**config.mk**
```make
export PLATFORM = sky130hd
export DESIGN_NAME = treeval_host_bridge_flat
export DESIGN_NICKNAME = d
export VERILOG_FILES = /design/src/rtl/treeval_host_bridge_if.sv /design/src/rtl/treeval_host_bridge.sv /design/src/flat_wrapper.sv
export SDC_FILE = /design/constraint.sdc
export NUM_CORES = 1
export LEC_CHECK = 0
export ABC_AREA = 1
export BUFFER_PORTS_ARGS = -buffer_cell sky130_fd_sc_hd__buf_2
export CAP_MARGIN = 0
export CORE_MARGIN = 4
export CORE_UTILIZATION = 53
export DETAILED_ROUTE_END_ITERATION = 8
export PLACE_DENSITY = 0.87
export SKIP_CTS_REPAIR_TIMING = 1
export SLEW_MARGIN = 20
export SYNTH_ARGS = -nofsm -noshare
export SYNTH_HDL_FRONTEND = slang
export SYNTH_SLANG_ARGS = --single-unit
```
**constraint.sdc**
```tcl
create_clock -name clk -period 5.4 [get_ports clk]
set_clock_uncertainty 0.05 [all_clocks]
set_input_delay 1.08 -clock clk [delete_from_list [all_inputs] [get_ports clk]]
set_output_delay 1.08 -clock clk [all_outputs]
set_load 0.005 [all_outputs]
```
**src/rtl/treeval_host_bridge_if.sv**
```systemverilog
// Handshake bundle between the host, treeval_host_bridge and treeval_controller.
// The bridge connects through the slave modport. The bench, acting as host and
// controller, uses the master modport.
interface treeval_host_bridge_if #(
  parameter int W_MSG = 64
);
  logic             host_wr_valid;
  logic             host_wr_ready;
  logic [W_MSG-1:0] host_wr_data;
  logic             msg_rdy;
  logic [W_MSG-1:0] msg;
  logic             msg_ack;
  logic             resp_rdy;
  logic [W_MSG-1:0] resp;
  logic             resp_ack;
  logic             host_rd_valid;
  logic             host_rd_ready;
  logic [W_MSG-1:0] host_rd_data;

  modport slave (
    input  host_wr_valid, host_wr_data, msg_ack, resp_rdy, resp, host_rd_ready,
    output host_wr_ready, msg_rdy, msg, resp_ack, host_rd_valid, host_rd_data
  );

  modport master (
    output host_wr_valid, host_wr_data, msg_ack, resp_rdy, resp, host_rd_ready,
    input  host_wr_ready, msg_rdy, msg, resp_ack, host_rd_valid, host_rd_data
  );
endinterface

```
**src/rtl/treeval_host_bridge.sv**
```systemverilog
// Host ingress/egress bridge for treeval_controller. A command FIFO feeds the
// controller one message at a time over rdy/ack, with ack-timeout dropping.
// A one-entry holding register captures controller results for the host.
module treeval_host_bridge #(
  parameter int W_MSG   = 64,
  parameter int DEPTH   = 8,
  parameter int TIMEOUT = 16
) (
  input  logic                  clk,
  input  logic                  rst,
  treeval_host_bridge_if.slave  bus,
  output logic                  busy,
  output logic                  err_timeout,
  input  logic                  clr_err
);
  localparam int AW = $clog2(DEPTH);
  localparam int TW = (TIMEOUT > 1) ? $clog2(TIMEOUT) : 1;
  localparam logic [AW:0]   FULL_CNT = (AW+1)'(DEPTH);
  localparam logic [TW-1:0] TMR_LAST = TW'(TIMEOUT - 1);

  typedef enum logic [1:0] {S_IDLE, S_SEND, S_GAP} send_state_t;
  typedef enum logic {R_IDLE, R_DRAIN} resp_state_t;

  logic [W_MSG-1:0] mem [DEPTH];
  logic [AW-1:0]    wr_ptr, rd_ptr;
  logic [AW:0]      count;
  logic             head_vld;
  logic             push, pop, load, drop, tmr_inc;
  logic [TW-1:0]    timer;
  logic [W_MSG-1:0] msg_q;
  send_state_t      s_state, s_next;

  resp_state_t      r_state, r_next;
  logic             capture;
  logic             resp_ack_q;
  logic             rd_valid;
  logic [W_MSG-1:0] rd_data;

  // Ready is held low while reset is asserted, then reflects free space.
  assign bus.host_wr_ready = rst & (count != FULL_CNT);
  assign push              = bus.host_wr_valid & bus.host_wr_ready;

  // FIFO storage carries data only and needs no reset.
  always_ff @(posedge clk) begin
    if (push) mem[wr_ptr] <= bus.host_wr_data;
  end

  // FIFO pointers and occupancy; head_vld lags count by one cycle so the send
  // FSM loads from a head entry that was written at least one edge earlier.
  always_ff @(posedge clk or negedge rst) begin
    if (!rst) begin
      wr_ptr   <= '0;
      rd_ptr   <= '0;
      count    <= '0;
      head_vld <= 1'b0;
    end else begin
      if (push) wr_ptr <= wr_ptr + 1'b1;
      if (pop)  rd_ptr <= rd_ptr + 1'b1;
      case ({push, pop})
        2'b10:   count <= count + 1'b1;
        2'b01:   count <= count - 1'b1;
        default: count <= count;
      endcase
      head_vld <= (count != '0);
    end
  end

  // Send FSM state register.
  always_ff @(posedge clk or negedge rst) begin
    if (!rst) s_state <= S_IDLE;
    else      s_state <= s_next;
  end

  // Send FSM next state: present head, pop on ack or on timeout, then one idle gap.
  always_comb begin
    s_next  = s_state;
    load    = 1'b0;
    pop     = 1'b0;
    drop    = 1'b0;
    tmr_inc = 1'b0;
    case (s_state)
      S_IDLE: begin
        if (head_vld) begin
          load   = 1'b1;
          s_next = S_SEND;
        end
      end
      S_SEND: begin
        if (bus.msg_ack) begin
          pop    = 1'b1;
          s_next = S_GAP;
        end else if (timer == TMR_LAST) begin
          pop    = 1'b1;
          drop   = 1'b1;
          s_next = S_GAP;
        end else begin
          tmr_inc = 1'b1;
        end
      end
      S_GAP:   s_next = S_IDLE;
      default: s_next = S_IDLE;
    endcase
  end

  // Outgoing message register and ack-timeout counter.
  always_ff @(posedge clk or negedge rst) begin
    if (!rst) begin
      msg_q <= '0;
      timer <= '0;
    end else if (load) begin
      msg_q <= mem[rd_ptr];
      timer <= '0;
    end else if (tmr_inc) begin
      timer <= timer + 1'b1;
    end
  end

  assign bus.msg_rdy = (s_state == S_SEND);
  assign bus.msg     = msg_q;
  assign busy        = (count != '0) | (s_state != S_IDLE);

  // Response FSM state register.
  always_ff @(posedge clk or negedge rst) begin
    if (!rst) r_state <= R_IDLE;
    else      r_state <= r_next;
  end

  // Response FSM: capture once into an empty holder, then wait for rdy to drop.
  always_comb begin
    r_next  = r_state;
    capture = 1'b0;
    case (r_state)
      R_IDLE: begin
        if (bus.resp_rdy && !rd_valid) begin
          capture = 1'b1;
          r_next  = R_DRAIN;
        end
      end
      R_DRAIN: if (!bus.resp_rdy) r_next = R_IDLE;
      default: r_next = R_IDLE;
    endcase
  end

  // Holding register, one-cycle ack pulse and host-side drain.
  always_ff @(posedge clk or negedge rst) begin
    if (!rst) begin
      resp_ack_q <= 1'b0;
      rd_valid   <= 1'b0;
      rd_data    <= '0;
    end else begin
      resp_ack_q <= capture;
      if (capture) begin
        rd_valid <= 1'b1;
        rd_data  <= bus.resp;
      end else if (rd_valid && bus.host_rd_ready) begin
        rd_valid <= 1'b0;
      end
    end
  end

  assign bus.resp_ack      = resp_ack_q;
  assign bus.host_rd_valid = rd_valid;
  assign bus.host_rd_data  = rd_data;

  // Sticky timeout flag; a drop in the same cycle as a clear keeps it set.
  always_ff @(posedge clk or negedge rst) begin
    if (!rst)         err_timeout <= 1'b0;
    else if (drop)    err_timeout <= 1'b1;
    else if (clr_err) err_timeout <= 1'b0;
  end
endmodule

```
**src/flat_wrapper.sv**
```systemverilog
// flat-port wrapper written by rule: the top's interface ports become plain ports
module treeval_host_bridge_flat 
#(
  parameter int W_MSG   = 64,
  parameter int DEPTH   = 8,
  parameter int TIMEOUT = 16
)
  (clk, rst, busy, err_timeout, clr_err, bus_host_wr_valid, bus_host_wr_data, bus_msg_ack, bus_resp_rdy, bus_resp, bus_host_rd_ready, bus_host_wr_ready, bus_msg_rdy, bus_msg, bus_resp_ack, bus_host_rd_valid, bus_host_rd_data);
  treeval_host_bridge_if #(.W_MSG(W_MSG)) bus_i ();
  input  logic clk;
  input  logic rst;
  output logic busy;
  output logic err_timeout;
  input  logic clr_err;
  input wire logic [$bits(bus_i.host_wr_valid)-1:0] bus_host_wr_valid;
  input wire logic [$bits(bus_i.host_wr_data)-1:0] bus_host_wr_data;
  input wire logic [$bits(bus_i.msg_ack)-1:0] bus_msg_ack;
  input wire logic [$bits(bus_i.resp_rdy)-1:0] bus_resp_rdy;
  input wire logic [$bits(bus_i.resp)-1:0] bus_resp;
  input wire logic [$bits(bus_i.host_rd_ready)-1:0] bus_host_rd_ready;
  output wire logic [$bits(bus_i.host_wr_ready)-1:0] bus_host_wr_ready;
  output wire logic [$bits(bus_i.msg_rdy)-1:0] bus_msg_rdy;
  output wire logic [$bits(bus_i.msg)-1:0] bus_msg;
  output wire logic [$bits(bus_i.resp_ack)-1:0] bus_resp_ack;
  output wire logic [$bits(bus_i.host_rd_valid)-1:0] bus_host_rd_valid;
  output wire logic [$bits(bus_i.host_rd_data)-1:0] bus_host_rd_data;
  assign bus_i.host_wr_valid = bus_host_wr_valid;
  assign bus_i.host_wr_data = bus_host_wr_data;
  assign bus_i.msg_ack = bus_msg_ack;
  assign bus_i.resp_rdy = bus_resp_rdy;
  assign bus_i.resp = bus_resp;
  assign bus_i.host_rd_ready = bus_host_rd_ready;
  assign bus_host_wr_ready = bus_i.host_wr_ready;
  assign bus_msg_rdy = bus_i.msg_rdy;
  assign bus_msg = bus_i.msg;
  assign bus_resp_ack = bus_i.resp_ack;
  assign bus_host_rd_valid = bus_i.host_rd_valid;
  assign bus_host_rd_data = bus_i.host_rd_data;
  treeval_host_bridge #(.W_MSG(W_MSG), .DEPTH(DEPTH), .TIMEOUT(TIMEOUT)) u_core (.clk(clk), .rst(rst), .bus(bus_i), .busy(busy), .err_timeout(err_timeout), .clr_err(clr_err));
endmodule
```
==> flow_summary.toml, run 1 <==
[run_status]
status = "finished clean"

[layout]
fillerInstances = 3416
register_area_um2 = 19100
final_cells = 3079
nets = 2549
final_area_um2 = 29600
multi_input_area_um2 = 5790
drive_gt1_frac = 0.165
area.growth.synth_to_final_pct = 14.5

[timing]
rsz0062_at_grt = "false"
period_minus_slack_ps = 3470
worstMarginPinSlew_ps = 1090
max_freq_mhz = 288
hold_viol = 0
slew_violations = 0
setup_viol = 0
slew_headroom = 0.270
finalCritPeriodShare = 0.642

[floorplan]
core_area_um2 = 47900
die-area_um2 = 52400
io_pins = 269
die_height_um = 229
initial_core_util = 0.539
num_rows = 80
die_w_um = 229

[grt]
grt_pass1_vias = 17500
grt_pass1_wl_um = 96400
grt_max_degree = 154
gr-total-overflow = 0
antenna_found_initial = 10
grtUsageTotal = 0.231

[drt]
wire_per_inst_um = 20.3
drtPass1Iterations = 6
ant_nets = 0
vias = 17600
vias_per_cell = 5.72
finalWirelength_um = 62500
route.detailed.drc = 0
drt_iter0_markers = 2287

[pwr]
peakVddDrop_uv = 376
power_mw = 15.7
static-leakage-power_nw = 11.8
power.density_nw_per_um2 = 529

[placement]
hpwl_um = 35500
gp_congestion = 0.933
post-place-cells = 2960
io_buffers = 268
place_area_um2 = 27600

[cts]
cts_tree = "done"
clk_pin_slew_ps = 60
cts_made_buffers = 61
htreeDepth = 2
clock-root-buffer = "clkbuf_16"
cts_buffer_depth = 3
numClockSinks = 661
insertion_delay_ps = 630

[synthesis]
netlist_instances = 2177
seq_area_frac_synth = 0.739
synth_top_cells_by_area = "edfxtp_1, dfrtp_1, nand2_1"
ys_ff_latch = 661
synth_area_um2 = 25900
yosys_warnings = 0
ys_types = 25
synth.net_count = 2318
synth.avg_cell_area_um2 = 11.9
synth_area_leader_cell = "edfxtp_1"
synth.top_cell.area_share = 0.595

[critical_path]
path_max_fanout = 98
r2r_slack_ps = 1930
r2r-start = "u_core.rd_ptr[0]"
worstPathArrival_ps = 3970
end_kind = "flop"
worstSetupPathType = "flop to flop"
cp.required_ps = 5900
cp-start-kind = "flop"
reg2reg_depth = 8
r2r_end = "u_core.bus.msg[32]"

[min_path]
hp-class = "input pin to asynchronous set/reset pin"

[run]
cap_viol_max_count = 0
synth_stat cells:
master,instances
nor3_1,9
dfrtp_1,149
o211ai_1,64
inv_1,88
xor2_1,6
ha_1,6
a21oi_1,3
o21ai_0,144
nor2_1,396
o32ai_1,1
clkbuf_1,58
nand3_1,202
buf_1,14
nand2_1,410
a31oi_1,1
o21ai_1,53
and2_1,1
buf_2,29
or2_2,1
nand4_1,1
buf_4,9
inv_2,1
xnor2_1,2
edfxtp_1,512
buf_6,17
logic make-up (layout without fill, tap and decap cells):
kind of cell | count (synthesis) | after routing | synth area share
simple gates | 1020 | 1020 | 0.159
flops | 661 | 661 | 0.739
compound gates | 266 | 266 | 0.0579
buf+inv | 216 | 499 | 0.0390
xor+xnor | 8 | 8 | 0.00271
fa+ha+maj | 6 | 6 | 0.00290
other cells | 0 | 4 | 0
worst max path at each step:
stage,slack (ps),from,end
after floorplan,-970,bus_host_wr_valid,u_core.mem[6][0]
after global placement,1990,rst,u_core.count[2]
after detailed placement,1860,rst,u_core.count[2]
after CTS,1970,u_core.rd_ptr[0],u_core.bus.msg[32]
after global routing,1770,u_core.rd_ptr[0],u_core.bus.msg[40]
final,1930,u_core.rd_ptr[0],u_core.bus.msg[32]
flip-flops by register name, summed over array words and instances, names as in the netlist:
register,flops
u_core.bus.msg,64
u_core.r_state,1
u_core.bus.resp_ack,1
u_core.err_timeout,1
u_core.rd_ptr,3
u_core.head_vld,1
u_core.bus.host_rd_valid,1
u_core.wr_ptr,3
u_core.count,4
u_core.mem,512
u_core.bus.host_rd_data,64
u_core.timer,4
u_core.s_state,2
critical path: stages (launching register included):
cell	delay (ps)
dfrtp_4	1130
buf_4	730
buf_4	640
nor2_1	140
nor2_1	120
o21ai_0	120
nand3_1	170
nand3_1	110
nand2_1	90
area by class of cell:
cell class	instances	share of cell area
diodes	4	0.000338
clock buffers	81	0.0568
clock inverters	34	0.0108
inverters	89	0.0119
multi-input cells	1300	0.196
flip-flops and latches	661	0.646
well taps	615	0.0260
repair buffers	295	0.0524
through the flow:
step           setup TNS (ps)  setup slack [ps]   util  hold WS, ps
6_report                    0              1930  0.617          295
5_1_grt                     0              1770  0.617          306
4_1_cts                     0              1970  0.617          284
3_5_place_dp                0              1860  0.575          404
3_3_place_gp                0              1990  0.575          398
2_1_floorplan         -498560              -974      -          415
power by group:
group / switching (mW) / total, mW / leakage [nW] / internal (mW)
clock: 1.84 / 4.26 / 0.990 / 2.43
sequential: 0.649 / 6.90 / 6.45 / 6.25
combinational: 3.02 / 4.49 / 4.36 / 1.47
per-layer routing:
metal | GRT usage | wire, um
met5 | 0 | 88
met4 | 0.0841 | 1820
met3 | 0.0469 | 6300
met2 | 0.388 | 30800
met1 | 0.303 | 23500
cell usage in the layout (no fill, tap or decap), types with 14 or more instances in the layout:
cell       count
edfxtp_1     512
nand2_1      409
nor2_1       396
buf_2        267
nand3_1      202
dfrtp_1      146
o21ai_0      144
inv_1         84
o211ai_1      64
clkbuf_16     61
o21ai_1       53
buf_4         27
clkinv_2      14
(Power assumes the default switching activity.)
==> run 2: changes to the inputs <==
--- a/config.mk
+++ b/config.mk
@@ -9,9 +9,9 @@
 export BUFFER_PORTS_ARGS = -buffer_cell sky130_fd_sc_hd__buf_2
 export CAP_MARGIN = 0
 export CORE_MARGIN = 4
-export CORE_UTILIZATION = 53
+export CORE_UTILIZATION = 59
 export DETAILED_ROUTE_END_ITERATION = 8
-export PLACE_DENSITY = 0.87
+export PLACE_DENSITY = 0.91
 export SKIP_CTS_REPAIR_TIMING = 1
 export SLEW_MARGIN = 20
 export SYNTH_ARGS = -nofsm -noshare
==> constraint.sdc (replaced) <==
create_clock -name clk -period 3.6 [get_ports clk]
set_clock_uncertainty 0.05 [all_clocks]
set_input_delay 0.72 -clock clk [delete_from_list [all_inputs] [get_ports clk]]
set_output_delay 0.72 -clock clk [all_outputs]
set_load 0.005 [all_outputs]
==> run 2 against run 1 <==
Effect of this change:
- hold slack worse by 130 ps
- sequential power up 44%
- via count is 3.2% higher
- combinational power grew 69%
- critical path depth rose by 3
- non-clock buffer count increased by 7
- count of clock-buffer cells in the layout decreased by 2
- core utilization grew 6.8 points
- global-route usage up 4.5 points
- flip-flop and latch count did not move
- largest power group unchanged
==> flow_summary.toml, run 2 (synthesis results as in run 1) <==
[run_status]
status = "finished clean"

[drt]
finalWirelength_um = 66600
ant_nets = 0
drtPass1Iterations = 7
vias = 18200
drt_iter0_markers = 2600
route.detailed.drc = 0
wire_per_inst_um = 21.8
vias_per_cell = 5.95

[floorplan]
die_w_um = 217
initial_core_util = 0.599
die-area_um2 = 47200
die_height_um = 217
num_rows = 76
io_pins = 269
core_area_um2 = 43200

[pwr]
p_sw_mw = 8.57
switching_share = 0.363
p_comb_frac = 0.321
peakVddDrop_uv = 776
p_int_mw = 15.0
static-leakage-power_nw = 11.8
power.density_nw_per_um2 = 797
pwr-share-seq = 0.423
clockPowerShare = 0.256

[cts]
cts_made_buffers = 60
numClockSinks = 661
clk_pin_slew_ps = 60
cts_buffer_depth = 3
cts_tree = "done"
clock-root-buffer = "clkbuf_16"
insertion_delay_ps = 630
htreeDepth = 2

[run]
cap_viol_max_count = 0

[critical_path]
crit_slowest_cell = "dfrtp_1"
path_max_fanout = 14
worstSetupPathType = "flop to flop"
cp-start-kind = "flop"
cpMostUsedCell = "nor2_1"
r2r_slack_ps = 950
cp.required_ps = 4100
cpPeakStageDelay_ps = 430
end_kind = "flop"
r2r-start = "u_core.count[1]"
worstPathArrival_ps = 3150
reg2reg_depth = 11
r2r_end = "u_core.count[2]"
crit_chain = "nor2_1, nand3_1, nand3_1, buf_4, ha_1, nor2_1, nor2_1, ha_1, a21oi_1, or2_2, a31oi_1"

[layout]
largest_reg_flops = 512
layout_common_cells = "edfxtp_1, nand2_1, nor2_1"
final_common_cell = "edfxtp_1"
drive_gt1_frac = 0.162
max_flop_register = "u_core.mem"
area.growth.synth_to_final_pct = 14.5
nets = 2555
fillerInstances = 2749

[grt]
grt_use_met1 = 0.349
grt_pass1_vias = 18200
busiest_layer = "met2"
grt_max_degree = 226
gr-total-overflow = 0
grtUsageTotal = 0.276
grt_use_met3 = 0.0655
met2_usage = 0.466
grt_pass1_wl_um = 101000
antenna_found_initial = 13

[timing]
fin_hold_ws_ps = 166
worstMarginPinSlew_ps = 1050
rsz0062_at_grt = "false"
finalCritPeriodShare = 0.735
max_freq_mhz = 378
slew_violations = 0
period_minus_slack_ps = 2650
hold_viol = 0
finalSetupTns_ps = 0
slew_headroom = 0.301
setup_viol = 0

[placement]
gp_congestion = 0.905
hpwl_um = 36000
io_buffers = 268

[min_path]
hp-class = "input pin to asynchronous set/reset pin"
## run 2: worst max path at each step
stage	slack, ps	cells past startpoint	startpoint	endpoint
floorplan	-480	3	bus_host_wr_valid	u_core.mem[0][0]
global placement	1080	7	bus_resp_rdy	u_core.bus.host_rd_data[1]
detailed placement	970	7	bus_resp_rdy	u_core.bus.host_rd_data[38]
CTS	1050	11	u_core.count[1]	u_core.count[2]
global route	810	11	u_core.count[1]	u_core.count[2]
finish	950	11	u_core.count[1]	u_core.count[2]
## run 2: worst max-delay path, delay by kind of cell (launching register included)
kind	cells	cell delay, ps
flip-flops	1	430
buffers and inverters	1	320
AND/OR/NAND/NOR	6	1090
AO/OA/AOI/OAI	2	210
adder cells (fa/ha/maj)	2	460
## run 2: routing by layer
layer	part of all wire	vias to the layer above
met1	0.35	8676
met3	0.11	221
met2	0.50	1291
met4	0.035	16
met5	0.0018	-
li1	-	7965
## run 2: power groups by stage
stage               clock network, mW  registers, mW  logic (mW)
finish                           6.04           9.97        7.58
global route                     6.44           10.1        8.31
CTS                              6.08           9.95        7.51
detailed placement                  0           10.1        7.33
global placement                    0           10.0        6.91
floorplan                           0           10.0        4.82
## run 2: area by class of cell
cell class	count	area [um2]	share of cell area
multi-input cells	1300	5840	0.197
well taps	585	732	0.0247
flip-flops and latches	661	19100	0.646
clock buffers	79	1570	0.0531
clock inverters	35	275	0.00930
diodes	5	12.5	0.000423
inverters	89	344	0.0116
repair buffers	302	1700	0.0575
## run 2: per-stage QoR
step                      setup WS, ps  instances  utilization  area, um2  total power, mW
final                              954       3056        0.686      29600             23.6
after global routing               805       3054        0.685      29600             24.8
after CTS                         1050       3051        0.685      29600             23.5
after detailed placement           969       2937        0.642      27700             17.4
after global placement            1080       2937        0.642      27700             16.9
after floorplan                   -477       2177            -      25900             14.8
==> run 3: changes to the inputs <==
--- a/config.mk
+++ b/config.mk
@@ -9,9 +9,9 @@
 export BUFFER_PORTS_ARGS = -buffer_cell sky130_fd_sc_hd__buf_2
 export CAP_MARGIN = 0
 export CORE_MARGIN = 4
-export CORE_UTILIZATION = 59
+export CORE_UTILIZATION = 53
 export DETAILED_ROUTE_END_ITERATION = 8
-export PLACE_DENSITY = 0.91
+export PLACE_DENSITY = 0.87
 export SKIP_CTS_REPAIR_TIMING = 1
 export SLEW_MARGIN = 20
 export SYNTH_ARGS = -nofsm -noshare
==> constraint.sdc (replaced) <==
create_clock -name clk -period 2.3 [get_ports clk]
set_clock_uncertainty 0.05 [all_clocks]
set_input_delay 0.46 -clock clk [delete_from_list [all_inputs] [get_ports clk]]
set_output_delay 0.46 -clock clk [all_outputs]
set_load 0.005 [all_outputs]
==> run 3 against run 2 <==
Effect of this change:
- the run now ends with hold timing left
- combinational power is 60% higher
- non-clock buffer count is 14 higher
- cell area is 2.5% higher
- sequential power is 56% higher
- global-route usage is 3.7 points lower
- count of clock-buffer cells in the layout is 10 higher
- maximum frequency is 21% higher
- first-iteration DRC count is 14% lower
- total power is 64% higher
- critical path type unchanged
- critical endpoint unchanged
- largest power group unchanged
==> flow_summary.toml, run 3 (synthesis results as in run 1) <==
[critical_path]
cp-start-kind = "flop"
cpPeakStageDelay_ps = 400
crit_slowest_cell = "dfrtp_1"
cp.required_ps = 2780
crit_family = "simple AND/OR/NAND/NOR gates"
crit_start = "u_core.timer[0]"
crit_chain = "ha_2, nand3_1, nand2_1, nand2_1, inv_1, ha_4, nand2_1, inv_1, nor2_2, ha_1, a21oi_1, or2_2, a31oi_1"
worstSetupPathType = "flop to flop"
path_max_fanout = 4
end_kind = "flop"
path_buf_inv = 2
cpMostUsedCell = "nand2_1"
worstPathArrival_ps = 2670
r2r_end = "u_core.count[2]"
r2r-start = "u_core.timer[0]"
cp.depth = 13
reg2reg_depth = 13
endpoint = "u_core.count[2]"
r2r_slack_ps = 110

[timing]
hold_viol = 20
finalCritPeriodShare = 0.951
setup_viol = 0
max_freq_mhz = 457
fin_hold_ws_ps = -44.3
setup_slack_ps = 114
slew_headroom = 0.385
worstMarginPinSlew_ps = 923
period_minus_slack_ps = 2190
slew_violations = 0

[cts]
htreeDepth = 3
numClockSinks = 661
insertion_delay_ps = 620
clock-root-buffer = "clkbuf_16"
cts_buffer_depth = 3
cts_made_buffers = 66
cts_tree = "done"
clk_pin_slew_ps = 60

[pwr]
p_sw_mw = 13.6
pwr-share-seq = 0.402
clockPowerShare = 0.285
power_mw = 38.8
power.density_nw_per_um2 = 1280
switching_share = 0.351
p_comb_frac = 0.313
peakVddDrop_uv = 862
p_int_mw = 25.2
static-leakage-power_nw = 12.1

[drt]
ant_nets = 0
wire_per_inst_um = 20.8
drt_iter0_markers = 2247
route.detailed.drc = 0
vias = 17800
vias_per_cell = 5.72
finalWirelength_um = 64800
drtPass1Iterations = 5

[grt]
grt_pass1_wl_um = 99000
grtUsageTotal = 0.240
antenna_found_initial = 18
gr-total-overflow = 0
grt_pass1_vias = 17900
grt_max_degree = 150

[floorplan]
die_w_um = 229
num_rows = 80
initial_core_util = 0.539
core_area_um2 = 47900
io_pins = 269
die_height_um = 229
die-area_um2 = 52400

[placement]
pre_cts_ws_ps = 28.2
hpwl_um = 35700
post-place-cells = 2979
gp_congestion = 0.911
io_buffers = 268

[layout]
layout_common_cells = "edfxtp_1, nand2_1, nor2_1"
nets = 2575
drive_gt1_frac = 0.177
max_flop_register = "u_core.mem"
fillerInstances = 3262
largest_reg_flops = 512
area.growth.synth_to_final_pct = 17.3
final_cells = 3112
final_common_cell = "edfxtp_1"

[run]
cap_viol_max_count = 0

[min_path]
hp-class = "input pin to asynchronous set/reset pin"

[run_status]
violations = "hold timing"
status = "finished, violations left"
run 3: changes by cell type in the layout (fill, tap and decap cells not counted), moves of 3 or more:
cell / before / now
buf_12: 8 / 19
bufinv_16: 3 / 7
clkbuf_1: 19 / 15
clkbuf_16: 60 / 67
clkbuf_8: 0 / 7
clkinv_1: 17 / 5
clkinv_2: 7 / 13
clkinv_8: 0 / 3
diode_2: 5 / 10
run 3: metrics by stage:
step	setup TNS (ps)	utilization	area (um2)
floorplan	-276590	-	26000
global placement	0	0.584	28000
detailed placement	0	0.584	28000
CTS	0	0.631	30300
global route	-45.7	0.632	30300
finish	0	0.633	30300
run 3: how the worst min path moves through the flow:
stage / from / to / depth (start not counted)
after floorplan: rst / u_core.bus.host_rd_data[0] / 0
after global placement: u_core.bus.host_rd_data[9] / u_core.bus.host_rd_data[9] / 2
after detailed placement: u_core.bus.host_rd_data[33] / u_core.bus.host_rd_data[33] / 2
after CTS: clr_err / u_core.err_timeout / 2
after global routing: bus_host_rd_ready / u_core.bus.host_rd_valid / 2
final: rst / u_core.bus.host_rd_data[36] / 2
run 3: per-layer routing:
| layer | vias up | GRT usage | part of all wire |
|---|---|---|---|
| met5 | - | 0 | 0.0014 |
| met4 | 16 | 0.0913 | 0.028 |
| met3 | 166 | 0.0565 | 0.10 |
| met2 | 1080 | 0.403 | 0.50 |
| met1 | 8520 | 0.305 | 0.37 |
| li1 | 8025 | - | - |
run 3: worst register-to-register path: cells and delay by family (launching register included):
family	cells	cell delay, ps
AOI/OAI and AO/OA	2	190
buffers and inverters	2	140
and+or+nand+nor	6	770
adders and majority gates	3	560
DFF	1	400
run 3: cell type report:
type | count | area [um2] | share of cell area
Multi-Input combinational cell | 1300 | 5870 | 0.193
Inverter | 89 | 347 | 0.0114
Clock inverter | 32 | 429 | 0.0141
Sequential cell | 661 | 19100 | 0.630
Timing Repair Buffer | 316 | 1950 | 0.0642
Antenna cell | 10 | 25.0 | 0.000825
Clock buffer | 89 | 1830 | 0.0603
Tap cell | 615 | 769 | 0.0254
run 3: power by group through the flow:
stage / clock network, mW / registers, mW / logic (mW)
after detailed placement: 0 / 15.8 / 11.8
after CTS: 11.2 / 15.6 / 12.0
after floorplan: 0 / 15.7 / 7.61
final: 11.1 / 15.6 / 12.1
after global routing: 11.7 / 15.7 / 13.4
after global placement: 0 / 15.7 / 11.2
